==> src/rtl/mem_port_arbiter_if.sv <==
// Bundle of requester handshakes and memory port B signals for the
// two-requester memory port arbiter.
interface mem_port_arbiter_if #(
    parameter int DATA_W = 16,
    parameter int ADDR_W = 15
);
    // Requester 0 (CPU-side I/O or DMA)
    logic              req0;
    logic              we0;
    logic [ADDR_W-1:0] addr0;
    logic [DATA_W-1:0] wdata0;
    logic              ack0;
    logic              rvalid0;
    logic [DATA_W-1:0] rdata0;

    // Requester 1 (display/timer/motor fetch engine)
    logic              req1;
    logic              we1;
    logic [ADDR_W-1:0] addr1;
    logic [DATA_W-1:0] wdata1;
    logic              ack1;
    logic              rvalid1;
    logic [DATA_W-1:0] rdata1;

    // Memory port B
    logic              mem_en;
    logic              mem_we;
    logic [ADDR_W-1:0] mem_addr;
    logic [DATA_W-1:0] mem_din;
    logic [DATA_W-1:0] mem_dout;

    // Requester side: drives commands, receives acks and read data
    modport master (
        output req0, we0, addr0, wdata0,
        output req1, we1, addr1, wdata1,
        input  ack0, rvalid0, rdata0,
        input  ack1, rvalid1, rdata1
    );

    // Arbiter side: accepts commands, drives the memory port
    modport slave (
        input  req0, we0, addr0, wdata0,
        input  req1, we1, addr1, wdata1,
        output ack0, rvalid0, rdata0,
        output ack1, rvalid1, rdata1,
        output mem_en, mem_we, mem_addr, mem_din,
        input  mem_dout
    );

    // Memory side: consumes the port B command, returns read data
    modport mem (
        input  mem_en, mem_we, mem_addr, mem_din,
        output mem_dout
    );
endinterface

==> src/rtl/mem_port_arbiter.sv <==
// Shares port B of the dual-port block memory between two requesters.
// One access per cycle at most; read data comes back two cycles after the
// sampling edge, steered to its issuer by a two-stage tag pipeline.
module mem_port_arbiter #(
    parameter int DATA_W     = 16,
    parameter int ADDR_W     = 15,
    parameter int FIXED_PRIO = 0
) (
    input logic clk,
    input logic rst_n,
    mem_port_arbiter_if.slave bus
);

    logic              ack0_q;
    logic              ack1_q;
    logic              mem_en_q;
    logic              mem_we_q;
    logic [ADDR_W-1:0] mem_addr_q;
    logic [DATA_W-1:0] mem_din_q;

    // last = 1 means requester 1 was granted most recently
    logic              last;

    logic              tag1_valid;
    logic              tag1_id;
    logic              tag2_valid;
    logic              tag2_id;

    logic              elig0;
    logic              elig1;
    logic              grant0;
    logic              grant1;

    // A requester whose ack is high this cycle is not eligible, so a held
    // req cannot be issued twice; ties go to fixed priority or the one not granted last.
    always_comb begin
        elig0  = bus.req0 & ~ack0_q;
        elig1  = bus.req1 & ~ack1_q;
        grant0 = 1'b0;
        grant1 = 1'b0;
        if (elig0 && elig1) begin
            if ((FIXED_PRIO != 0) || last) begin
                grant0 = 1'b1;
            end else begin
                grant1 = 1'b1;
            end
        end else begin
            grant0 = elig0;
            grant1 = elig1;
        end
    end

    // Register the granted command onto the memory port and track read tags.
    always_ff @(posedge clk or negedge rst_n) begin
        if (!rst_n) begin
            ack0_q     <= 1'b0;
            ack1_q     <= 1'b0;
            mem_en_q   <= 1'b0;
            mem_we_q   <= 1'b0;
            mem_addr_q <= '0;
            mem_din_q  <= '0;
            last       <= 1'b1;
            tag1_valid <= 1'b0;
            tag1_id    <= 1'b0;
            tag2_valid <= 1'b0;
            tag2_id    <= 1'b0;
        end else begin
            ack0_q     <= grant0;
            ack1_q     <= grant1;
            mem_en_q   <= grant0 | grant1;
            tag1_valid <= 1'b0;
            if (grant0) begin
                mem_we_q   <= bus.we0;
                mem_addr_q <= bus.addr0;
                mem_din_q  <= bus.wdata0;
                last       <= 1'b0;
                tag1_valid <= ~bus.we0;
                tag1_id    <= 1'b0;
            end else if (grant1) begin
                mem_we_q   <= bus.we1;
                mem_addr_q <= bus.addr1;
                mem_din_q  <= bus.wdata1;
                last       <= 1'b1;
                tag1_valid <= ~bus.we1;
                tag1_id    <= 1'b1;
            end else begin
                mem_we_q   <= 1'b0;
            end
            tag2_valid <= tag1_valid;
            tag2_id    <= tag1_id;
        end
    end

    assign bus.ack0     = ack0_q;
    assign bus.ack1     = ack1_q;
    assign bus.mem_en   = mem_en_q;
    assign bus.mem_we   = mem_we_q;
    assign bus.mem_addr = mem_addr_q;
    assign bus.mem_din  = mem_din_q;

    // The second tag stage lines up with the memory's registered output.
    assign bus.rvalid0  = tag2_valid & ~tag2_id;
    assign bus.rvalid1  = tag2_valid &  tag2_id;
    assign bus.rdata0   = bus.mem_dout;
    assign bus.rdata1   = bus.mem_dout;

endmodule
==> src/flat_wrapper.sv <==
// flat-port wrapper written by rule: the top's interface ports become plain ports
module mem_port_arbiter_flat 
#(
    parameter int DATA_W     = 16,
    parameter int ADDR_W     = 15,
    parameter int FIXED_PRIO = 0
)
  (clk, rst_n, bus_req0, bus_we0, bus_addr0, bus_wdata0, bus_req1, bus_we1, bus_addr1, bus_wdata1, bus_ack0, bus_rvalid0, bus_rdata0, bus_ack1, bus_rvalid1, bus_rdata1, bus_mem_en, bus_mem_we, bus_mem_addr, bus_mem_din, bus_mem_dout);
  mem_port_arbiter_if #(.DATA_W(DATA_W), .ADDR_W(ADDR_W)) bus_i ();
  input logic clk;
  input logic rst_n;
  input wire logic [$bits(bus_i.req0)-1:0] bus_req0;
  input wire logic [$bits(bus_i.we0)-1:0] bus_we0;
  input wire logic [$bits(bus_i.addr0)-1:0] bus_addr0;
  input wire logic [$bits(bus_i.wdata0)-1:0] bus_wdata0;
  input wire logic [$bits(bus_i.req1)-1:0] bus_req1;
  input wire logic [$bits(bus_i.we1)-1:0] bus_we1;
  input wire logic [$bits(bus_i.addr1)-1:0] bus_addr1;
  input wire logic [$bits(bus_i.wdata1)-1:0] bus_wdata1;
  output wire logic [$bits(bus_i.ack0)-1:0] bus_ack0;
  output wire logic [$bits(bus_i.rvalid0)-1:0] bus_rvalid0;
  output wire logic [$bits(bus_i.rdata0)-1:0] bus_rdata0;
  output wire logic [$bits(bus_i.ack1)-1:0] bus_ack1;
  output wire logic [$bits(bus_i.rvalid1)-1:0] bus_rvalid1;
  output wire logic [$bits(bus_i.rdata1)-1:0] bus_rdata1;
  output wire logic [$bits(bus_i.mem_en)-1:0] bus_mem_en;
  output wire logic [$bits(bus_i.mem_we)-1:0] bus_mem_we;
  output wire logic [$bits(bus_i.mem_addr)-1:0] bus_mem_addr;
  output wire logic [$bits(bus_i.mem_din)-1:0] bus_mem_din;
  input wire logic [$bits(bus_i.mem_dout)-1:0] bus_mem_dout;
  assign bus_i.req0 = bus_req0;
  assign bus_i.we0 = bus_we0;
  assign bus_i.addr0 = bus_addr0;
  assign bus_i.wdata0 = bus_wdata0;
  assign bus_i.req1 = bus_req1;
  assign bus_i.we1 = bus_we1;
  assign bus_i.addr1 = bus_addr1;
  assign bus_i.wdata1 = bus_wdata1;
  assign bus_ack0 = bus_i.ack0;
  assign bus_rvalid0 = bus_i.rvalid0;
  assign bus_rdata0 = bus_i.rdata0;
  assign bus_ack1 = bus_i.ack1;
  assign bus_rvalid1 = bus_i.rvalid1;
  assign bus_rdata1 = bus_i.rdata1;
  assign bus_mem_en = bus_i.mem_en;
  assign bus_mem_we = bus_i.mem_we;
  assign bus_mem_addr = bus_i.mem_addr;
  assign bus_mem_din = bus_i.mem_din;
  assign bus_i.mem_dout = bus_mem_dout;
  mem_port_arbiter #(.DATA_W(DATA_W), .ADDR_W(ADDR_W), .FIXED_PRIO(FIXED_PRIO)) u_core (.clk(clk), .rst_n(rst_n), .bus(bus_i));
endmodule
==> config.mk <==
export PLATFORM = sky130hd
export DESIGN_NAME = mem_port_arbiter_flat
export DESIGN_NICKNAME = d
export VERILOG_FILES = /design/src/rtl/mem_port_arbiter_if.sv /design/src/rtl/mem_port_arbiter.sv /design/src/flat_wrapper.sv
export SDC_FILE = /design/constraint.sdc
export NUM_CORES = 1
export LEC_CHECK = 0
export ABC_AREA = 1
export BUFFER_PORTS_ARGS = -buffer_cell sky130_fd_sc_hd__buf_4
export CAP_MARGIN = 10
export CORE_ASPECT_RATIO = 1.4
export CORE_UTILIZATION = 38
export DETAILED_ROUTE_END_ITERATION = 6
export PLACE_DENSITY_LB_ADDON = 0.3
export SLEW_MARGIN = 15
export SYNTH_ARGS = -nofsm -noshare
export SYNTH_HDL_FRONTEND = slang
export SYNTH_SLANG_ARGS = --single-unit
==> constraint.sdc <==
create_clock -name clk -period 1 [get_ports clk]
set_input_delay 0.2 -clock clk [delete_from_list [all_inputs] [get_ports clk]]
set_output_delay 0.2 -clock clk [all_outputs]
set_load 0.05 [all_outputs]
==> results of run 1 <==
## where the power goes
group | internal, mW | switching, mW
registers | 2.00 | 0.293
clock network | 0.738 | 0.562
logic | 1.58 | 2.21
total | 4.32 | 3.07
## kinds of logic after synthesis
kind of cell | count (synthesis)
AND/OR/NAND/NOR | 170
buffers and inverters | 92
flip-flops | 40
AO/OA/AOI/OAI | 2
## worst min-delay path: cells and delay by family
kind	cells	cell delay (ns)
buffers and inverters	1	0.08
and+or+nand+nor	2	0.13
## cells in the mapped netlist
| cell type | n |
|---|---|
| nand3_1 | 94 |
| inv_1 | 41 |
| dfrtp_1 | 39 |
| nand2_1 | 39 |
| buf_4 | 35 |
| nor2_1 | 32 |
| buf_2 | 15 |
| nand2_2 | 2 |
| o21ai_0 | 2 |
| dfstp_2 | 1 |
| inv_2 | 1 |
| nand3_2 | 1 |
| nand3b_1 | 1 |
| nor2_4 | 1 |
## per-stage QoR
step | instance area, um^2 | instances | total power [mW] | utilization, %
floorplan | 2320 | 304 | 4.56 | -
global placement | 3020 | 444 | 5.33 | 51.9
detailed placement | 3020 | 444 | 5.38 | 51.9
CTS | 3390 | 461 | 7.14 | 58.2
global route | 3570 | 475 | 7.74 | 61.3
finish | 3570 | 475 | 7.39 | 61.3
## final cells by class
cell class / instances / area (um^2)
multi-input cells: 172 / 888
clock inverters: 3 / 42.5
flip-flops and latches: 40 / 1000
clock buffers: 5 / 68.8
repair buffers: 143 / 1320
fillers: 528 / 2250
well taps: 70 / 87.6
inverters: 42 / 158
## worst paths after layout
| path | startpoint | to | slack [ns] | cells after the start |
|---|---|---|---|---|
| max in group asynchronous | rst_n | u_core.last | 0.25 | 3 |
| min in group asynchronous | rst_n | u_core.bus.ack0 | 0.30 | 2 |
| worst max-delay path | u_core.last | u_core.bus.mem_addr[6] | -0.18 | 6 |
| worst min-delay path | bus_addr0[8] | u_core.bus.mem_addr[8] | 0.15 | 3 |
| worst min register to register | u_core.tag1_valid | u_core.tag2_valid | 0.36 | 0 |
| worst max register to register | u_core.last | u_core.bus.mem_addr[6] | -0.18 | 6 |
## layer usage
layer	wire length, um	vias to the layer above	part of all wire [%]	track usage, %
met2	3570	79	55	37.5
met5	0	-	0	0
li1	-	1126	-	-
met1	2440	1086	38	23.3
met4	110	0	1.7	7.45
met3	383	15	5.9	4.37
## state kept, by name, indices dropped and copies added (netlist names)
signal and cells:
u_core.bus.mem_addr 15, u_core.last 1, u_core.bus.ack1 1, u_core.tag2_valid 1, u_core.bus.mem_we 1, u_core.bus.ack0 1, u_core.bus.mem_en 1, u_core.tag1_valid 1
u_core.tag1_id 1, u_core.tag2_id 1, u_core.bus.mem_din 16
## what timing repair did
| item | in CTS | in global routing |
|---|---|---|
| endpoints found under the setup margin | 73 | 75 |
| gates cloned | 1 | 0 |
| hold endpoints to repair | 38 | 0 |
| resized for setup | 46 | 24 |
| buffers inserted | 7 | 14 |
| pin swaps | 3 | 2 |
| hold buffers | 1 | 0 |
==> impl_metrics.py, run 1 <==
metrics = {
    "placement": {
        "portBuffers": 104,
        "place.gp.congestion": 0.769,
        "dp_hpwl_mm": 4.45,
        "place_ws_ns": -0.172,
    },
    "cells_and_area": {
        "layout_common_cells": "buf_4 (97), nand3_1 (86), inv_1 (37), dfrtp_1 (37), buf_6 (36)",
        "area_growth_pct": 56.2,
        "nets": 488,
        "drive_above_1_share_pct": 45.4,
        "antenna_cells": 0,
        "final_common_cell": "buf_4",
    },
    "yosys": {
        "synth_cells": 304,
        "yosys.area_share.xor_xnor_pct": 0,
        "synth_nets": 388,
        "synth_compound_area_share_pct": 0.438,
        "synthDistinctLibCells": 14,
        "synth_top_family_by_area": "simple AND/OR/NAND/NOR gates",
        "synth.area.top_cells": "dfrtp_1 (43%), nand3_1 (21%), buf_4 (11%), inv_1 (6.7%), nand2_1 (6.4%)",
        "synth_top_area_share_pct": 42.7,
        "synth.largest_area_cell": "dfrtp_1",
        "syn_area_per_cell_um2": 7.52,
        "syn-cell-area_um2": 2290,
        "synthSimpleGateAreaFrac_pct": 34.0,
        "synthMuxAreaShare_pct": 0,
        "synth_warnings": 0,
        "synth_fa_ha_area_share_pct": 0,
        "ys_seq_area_share_pct": 43.8,
        "synth_seq_cells": 40,
    },
    "sta": {
        "worst_slack_ns": -0.178,
        "holdWs_ns": 0.151,
        "grt_setup_unrepaired": "yes",
        "fmax_mhz": 849,
        "max_slew.worst_pin.slew_ns": 0.201,
        "hold_viol_final": 0,
        "fin_skew_ns": 0.0102,
        "period_share_pct": 118,
        "tns_ns": -7.56,
        "min_period_ns": 1.18,
        "max_slew_margin_pct": 86.6,
        "drv_slew": 0,
        "setup_viol": 74,
    },
    "setup_path": {
        "start_kind": "register",
        "cp_max_fo": 16,
        "crit_required_ns": 1.17,
        "critical_path_arrival_ns": 1.34,
        "slowest_stage": "dfstp_2",
        "cp_num_buf_inv": 2,
        "crit_path_end_kind": "register",
        "max_stage_delay_ns": 0.54,
        "critPathTopFamily": "flip-flops",
        "cp_cell_sequence": "inv_2 > nand3_4 > nand2_4 > buf_12 > nand2_1 > nand3_1",
        "path_class": "register to register",
    },
    "pwr": {
        "powerDensity_nw_per_um2": 2070,
        "max-vdd-ir-drop_v": 0.00112,
        "total_leakage_power_nw": 1.95,
    },
    "clocking": {
        "clockRootBuffer": "clkbuf_8",
        "cts_inserted_buffers": 5,
        "cts_buffer_depth": 2,
        "cts.clk_slew.worst_paths_ns": 0.08,
        "clkLatencyLatePin_ns": 0.29,
        "cts_max_level": 2,
        "cts_tree": "yes",
        "clock-sinks": 40,
    },
    "floorplanning": {
        "start_util_pct": 39.3,
        "die_area_um2": 6330,
        "ios": 153,
        "core-area_um2": 5820,
        "dieHeight_um": 93.8,
        "rows": 33,
        "die_w_um": 67.6,
    },
    "global_route": {
        "antenna_found_initial": 0,
        "grt_usage_pct": 20.9,
        "grt_pass1_vias": 2268,
        "grt_pass1_wl_mm": 9.97,
        "gr-total-overflow": 0,
        "grt_max_degree": 30,
    },
    "status": {
        "status": "finished, violations left",
        "violations": "negative setup slack",
    },
    "routing": {
        "wl_per_cell_um": 13.7,
        "antenna_left": 0,
        "wl_mm": 6.50,
        "drc": 0,
        "via_per_inst": 4.85,
        "dr.pass1.iters": 4,
        "drt_iter0_markers": 72,
        "vias": 2306,
    },
    "flow_run": {
        "cap_violations": 0,
    },
    "worst_hold_path": {
        "hold_class": "input pin to register",
    },
}
(Power assumes the default switching activity.)
==> run 2, diff against run 1 <==
Settings changed: CORE_UTILIZATION 38 to 40, CTS_BUF_LIST set to sky130_fd_sc_hd__clkbuf_4.
Clock period 1 ns to 1.2 ns, I/O delays scaled along.
==> impl_metrics.py, run 2 (synthesis results as in run 1) <==
metrics = {
    "cells_and_area": {
        "largest_reg_flops": 16,
        "fin_cells": 469,
        "drive_above_1_share_pct": 55.9,
        "nets": 484,
        "area_growth_pct": 67.5,
        "seqCellArea_um2": 1000,
        "fin_util_pct": 69.3,
        "nFillCells": 450,
        "postLayoutCellArea_um2": 3830,
        "antenna_cells": 0,
        "final_common_cell": "buf_4",
        "layout_common_cells": "buf_4 (90), nand3_1 (63), inv_1 (39), buf_6 (39), dfrtp_1 (37)",
        "multiInputGateArea_um2": 1190,
    },
    "placement": {
        "portBuffers": 104,
        "dp_hpwl_mm": 4.31,
        "placed_area_um2": 2930,
        "post-place-cells": 438,
        "place.gp.congestion": 0.813,
    },
    "sta": {
        "worst_slack_ns": -0.0599,
        "grt_setup_unrepaired": "yes",
        "setup_viol": 21,
        "min_period_ns": 1.26,
        "tns_ns": -0.581,
        "max_slew_margin_pct": 65.1,
        "period_share_pct": 105,
        "max_slew.worst_pin.slew_ns": 0.523,
        "drv_slew": 0,
        "fin_skew_ns": 0.00444,
        "fmax_mhz": 794,
        "hold_viol_final": 0,
    },
    "worst_hold_path": {
        "hold_class": "input pin to register",
    },
    "floorplanning": {
        "die_area_um2": 6030,
        "core-area_um2": 5530,
        "ios": 153,
        "die_w_um": 65.9,
        "start_util_pct": 41.4,
        "dieHeight_um": 91.4,
        "rows": 32,
    },
    "routing": {
        "antenna_left": 0,
        "drt_iter0_markers": 89,
        "wl_per_cell_um": 15.3,
        "dr.pass1.iters": 4,
        "via_per_inst": 5.03,
        "vias": 2358,
        "drc": 0,
        "wl_mm": 7.16,
    },
    "setup_path": {
        "critPathTopFamily": "flip-flops",
        "cp_cell_sequence": "inv_1 > nor2_2 > buf_6",
        "path_class": "register to output port",
        "crit_required_ns": 0.96,
        "cp_max_fo": 2,
        "max_stage_delay_ns": 0.36,
        "start_kind": "register",
        "critical_path_arrival_ns": 1.02,
        "slowest_stage": "dfrtp_1",
        "crit_path_end_kind": "output port",
        "cp_num_buf_inv": 2,
    },
    "status": {
        "status": "finished, violations left",
        "violations": "negative setup slack",
    },
    "pwr": {
        "total_leakage_power_nw": 2.17,
        "max-vdd-ir-drop_v": 0.000876,
        "powerDensity_nw_per_um2": 1620,
        "total_power_mw": 6.21,
    },
    "clocking": {
        "clockRootBuffer": "clkbuf_4",
        "cts_buffer_depth": 2,
        "cts.clk_slew.worst_paths_ns": 0.12,
        "cts_inserted_buffers": 5,
        "clkLatencyLatePin_ns": 0.34,
        "clock-sinks": 40,
        "cts_tree": "yes",
        "cts_max_level": 2,
    },
    "global_route": {
        "grt_usage_pct": 20.8,
        "gr-total-overflow": 0,
        "antenna_found_initial": 0,
        "grt_max_degree": 41,
        "grt_pass1_wl_mm": 9.58,
        "grt_pass1_vias": 2129,
    },
    "flow_run": {
        "cap_violations": 0,
    },
}
## run 2: cell types whose count changed in the layout (fill, tap and decap cells not counted), sizes merged
cell | previous run | this run
buf | 142 | 135
clkinvlp | 1 | 0
clkbuf | 5 | 9
## run 2: timing repair
item / CTS / global route
setup buffers: 2 / 17
resized for setup: 17 / 131
cloned: 0 / 3
hold endpoints to repair: 39 / 0
setup endpoints to repair: 24 / 71
pin swaps: 1 / 2
hold buffers: 1 / 0
## run 2: layout make-up
class	count	share of cell area, %
clock inverters	2	0.915
inverters	42	4.12
clock buffers	6	1.18
well taps	68	2.22
repair buffers	139	34.3
multi-input cells	172	31.0
flip-flops and latches	40	26.2
## run 2: stage by stage
step | worst slack, ns | hold WS (ns)
floorplan | -0.0119 | -0.0556
finish | -0.0599 | 0.135
detailed placement | 0.00265 | 0.250
global route | -0.129 | 0.122
CTS | -0.0781 | 0.120
global placement | 0.0459 | 0.246
## run 2: layer usage
layer  up-vias  GRT usage, %  share of wire [%]
li1       1117             -                  -
met4         0          12.1                3.9
met3        39          4.77                6.0
met5         -             0                  0
met2        92          34.1                 56
met1      1110          24.1                 34
## run 2: where the power goes
part           switching [mW]  internal, mW
clock                   0.454         0.460
combinational            1.99          1.40
sequential              0.239          1.66
total                    2.69          3.52
## run 2: tightest hold or removal path, stage by stage
cell and delay [ns]:
buf_4 0.07, inv_1 0.04, nand2_1 0.06, nand2_1 0.05
## run 2: final timing paths
check / startpoint / endpoint / slack [ns] / depth (start not counted)
worst max-delay path: u_core.tag2_valid / bus_rvalid0 / -0.06 / 3
worst min-delay path: bus_we0 / u_core.tag1_valid / 0.14 / 4
worst max register to register: u_core.bus.ack0 / u_core.bus.mem_din[0] / -0.05 / 6
worst min register to register: u_core.tag1_valid / u_core.tag2_valid / 0.39 / 0
max in group asynchronous: rst_n / u_core.bus.ack0 / 0.42 / 2
min in group asynchronous: rst_n / u_core.tag1_id / 0.39 / 2
==> run 3, diff against run 2 <==
Settings changed: ABC_AREA 1 to unset.
Clock period 1.2 ns to 1.4 ns, I/O delays scaled along.
==> impl_metrics.py, run 3 <==
metrics = {
    "status": {
        "status": "finished clean",
    },
    "setup_path": {
        "crit_start": "u_core.bus.ack1",
        "critical_path_arrival_ns": 1.60,
        "crit_path_end_kind": "register",
        "slowest_stage": "dfrtp_2",
        "critPathTopFamily": "compound AO/OA/AOI/OAI gates",
        "crit_required_ns": 1.62,
        "cp_num_buf_inv": 1,
        "path_class": "register to register",
        "cp_cell_sequence": "nand2b_4 > o21a_4 > buf_4 > a221o_1",
        "cp_max_fo": 8,
        "reg2reg_from": "u_core.bus.ack1",
        "max_stage_delay_ns": 0.41,
        "start_kind": "register",
    },
    "yosys": {
        "synth_seq_cells": 40,
        "synth.largest_area_cell": "dfrtp_1",
        "synth.most_common_cell": "dfrtp_1",
        "netlist_top_cells_count": "dfrtp_1 (39), buf_4 (32), a221o_1 (31), nor3b_1 (31), buf_2 (7)",
        "syn-cell-area_um2": 2000,
        "synth_nets": 248,
        "synthDistinctLibCells": 19,
        "synth_cells": 164,
        "synth_warnings": 0,
        "synth_top_area_share_pct": 48.8,
        "synth.area.top_cells": "dfrtp_1 (49%), a221o_1 (16%), buf_4 (12%), nor3b_1 (12%), buf_6 (2.8%)",
        "synth_edf_count": 0,
        "syn_area_per_cell_um2": 12.2,
        "ys_seq_area_share_pct": 50.2,
        "ys.flop_type": "dfrtp_1",
        "synthArstFlopShare_pct": 100,
    },
    "sta": {
        "worst_slack_ns": 0.0221,
        "hold_viol_final": 0,
        "holdWs_ns": 0.112,
        "period_share_pct": 98.4,
        "max_slew.worst_pin.slew_ns": 0.500,
        "grt_setup_unrepaired": "yes",
        "drv_slew": 0,
        "fmax_mhz": 726,
        "fin_skew_ns": 0.0116,
        "min_period_ns": 1.38,
        "setup_viol": 0,
        "max_slew_margin_pct": 66.6,
    },
    "clocking": {
        "clock-sinks": 40,
        "cts_buffer_depth": 2,
        "cts.clk_slew.worst_paths_ns": 0.11,
        "clockRootBuffer": "clkbuf_4",
        "cts_inserted_buffers": 5,
        "cts_tree": "yes",
        "cts_max_level": 2,
        "clkLatencyLatePin_ns": 0.34,
    },
    "pwr": {
        "max-vdd-ir-drop_v": 0.000771,
        "p_sw_mw": 1.89,
        "power_switching_share_pct": 41.3,
        "p_int_mw": 2.70,
        "clkPwrFrac_pct": 16.6,
        "p_comb_share_pct": 48.9,
        "powerDensity_nw_per_um2": 1630,
        "seqPwrFrac_pct": 34.5,
        "total_leakage_power_nw": 1.34,
    },
    "cells_and_area": {
        "area_growth_pct": 40.8,
        "final_common_cell": "buf_4",
        "largest_reg_flops": 16,
        "drive_above_1_share_pct": 55.5,
        "postLayoutCellArea_um2": 2810,
        "antenna_cells": 0,
        "nets": 328,
        "layout_common_cells": "buf_4 (108), dfrtp_1 (37), a221o_1 (31)",
        "nFillCells": 439,
    },
    "floorplanning": {
        "rows": 30,
        "start_util_pct": 41.3,
        "die_area_um2": 5290,
        "core-area_um2": 4840,
        "ios": 153,
        "dieHeight_um": 85.6,
        "die_w_um": 61.7,
    },
    "placement": {
        "dp_hpwl_mm": 3.48,
        "portBuffers": 104,
        "place_ws_ns": -0.00528,
        "place.gp.congestion": 0.769,
        "placed_area_um2": 2620,
    },
    "routing": {
        "wl_mm": 5.22,
        "dr.pass1.iters": 4,
        "vias": 1628,
        "via_per_inst": 5.27,
        "drc": 0,
        "drt_iter0_markers": 65,
        "wl_per_cell_um": 16.9,
        "antenna_left": 0,
    },
    "global_route": {
        "grt_max_degree": 41,
        "grt_pass1_wl_mm": 7.32,
        "gr-total-overflow": 0,
        "antenna_found_initial": 0,
        "grtUsageMet2_pct": 33.0,
        "grt.busiest_layer": "met2",
        "globalRouteMet1Util_pct": 20.7,
        "grt_usage_pct": 18.7,
        "grt.met3_usage_pct": 3.92,
        "grt_pass1_vias": 1589,
    },
    "flow_run": {
        "cap_violations": 0,
    },
    "worst_hold_path": {
        "hold_class": "input pin to register",
        "holdCritStartpoint": "bus_we0",
    },
}
## run 3: final cells by class
class | instances | area, um^2 | share of cell area, %
flip-flops and latches | 40 | 1000 | 35.7
repair buffers | 120 | 976 | 34.7
clock inverters | 2 | 35.0 | 1.24
well taps | 64 | 80.1 | 2.85
clock buffers | 6 | 45.0 | 1.60
multi-input cells | 77 | 673 | 23.9
## run 3: power by group through the flow
| stage | clock network (mW) | registers [mW] | logic [mW] |
|---|---|---|---|
| 3_5_place_dp | 0 | 1.60 | 2.16 |
| 4_1_cts | 0.777 | 1.58 | 2.18 |
| 3_3_place_gp | 0 | 1.59 | 2.14 |
| 5_1_grt | 0.834 | 1.61 | 2.36 |
| 2_1_floorplan | 0 | 2.44 | 0.828 |
| 6_report | 0.762 | 1.58 | 2.25 |
## run 3: worst paths after layout
path | slack, ns | cells after the start | to
hold reg to reg | 0.36 | 0 | u_core.tag2_valid
hold / removal | 0.11 | 2 | u_core.tag1_valid
setup reg to reg | 0.02 | 4 | u_core.bus.mem_din[10]
setup / recovery | 0.02 | 4 | u_core.bus.mem_din[10]
min in group asynchronous | 0.44 | 2 | u_core.bus.mem_addr[7]
max in group asynchronous | 0.59 | 2 | u_core.bus.ack1
## run 3: layer usage
layer	wire length, um	vias up
met2	2900	70
met5	0	-
met4	98	0
met3	285	11
li1	-	745
met1	1930	802
## run 3: what timing repair did
action | in CTS | in global routing
pin swaps | 0 | 1
hold buffers | 1 | 0
resized for setup | 3 | 15
buffers inserted | 0 | 1
hold endpoints to repair | 39 | 0
setup endpoints to repair | 20 | 29
cloned | 0 | 4
## run 3: per-stage QoR
| step | power (mW) | utilization (%) | TNS [ns] | std cells |
|---|---|---|---|---|
| after global routing | 4.81 | 58.1 | -0.325 | 309 |
| final | 4.59 | 58.1 | 0 | 309 |
| after detailed placement | 3.77 | 54.1 | -0.00677 | 295 |
| after CTS | 4.54 | 56.2 | 0 | 304 |
| after floorplan | 3.26 | - | -4.01 | 164 |
| after global placement | 3.74 | 54.1 | 0 | 295 |
## run 3: kinds of logic (layout without fill, tap and decap cells)
group	after synthesis	count (layout)	synth area share, %
flip-flops	40	40	50.2
buffers and inverters	47	128	17.2
AO/OA/AOI/OAI	35	35	17.0
AND/OR/NAND/NOR	41	41	15.2
multiplexers	1	1	0.501
## run 3: worst reg2reg max path, cell delays in order, from the launching register on
cell,delay (ns)
dfrtp_2,0.41
nand2b_4,0.14
o21a_4,0.23
buf_4,0.18
a221o_1,0.32
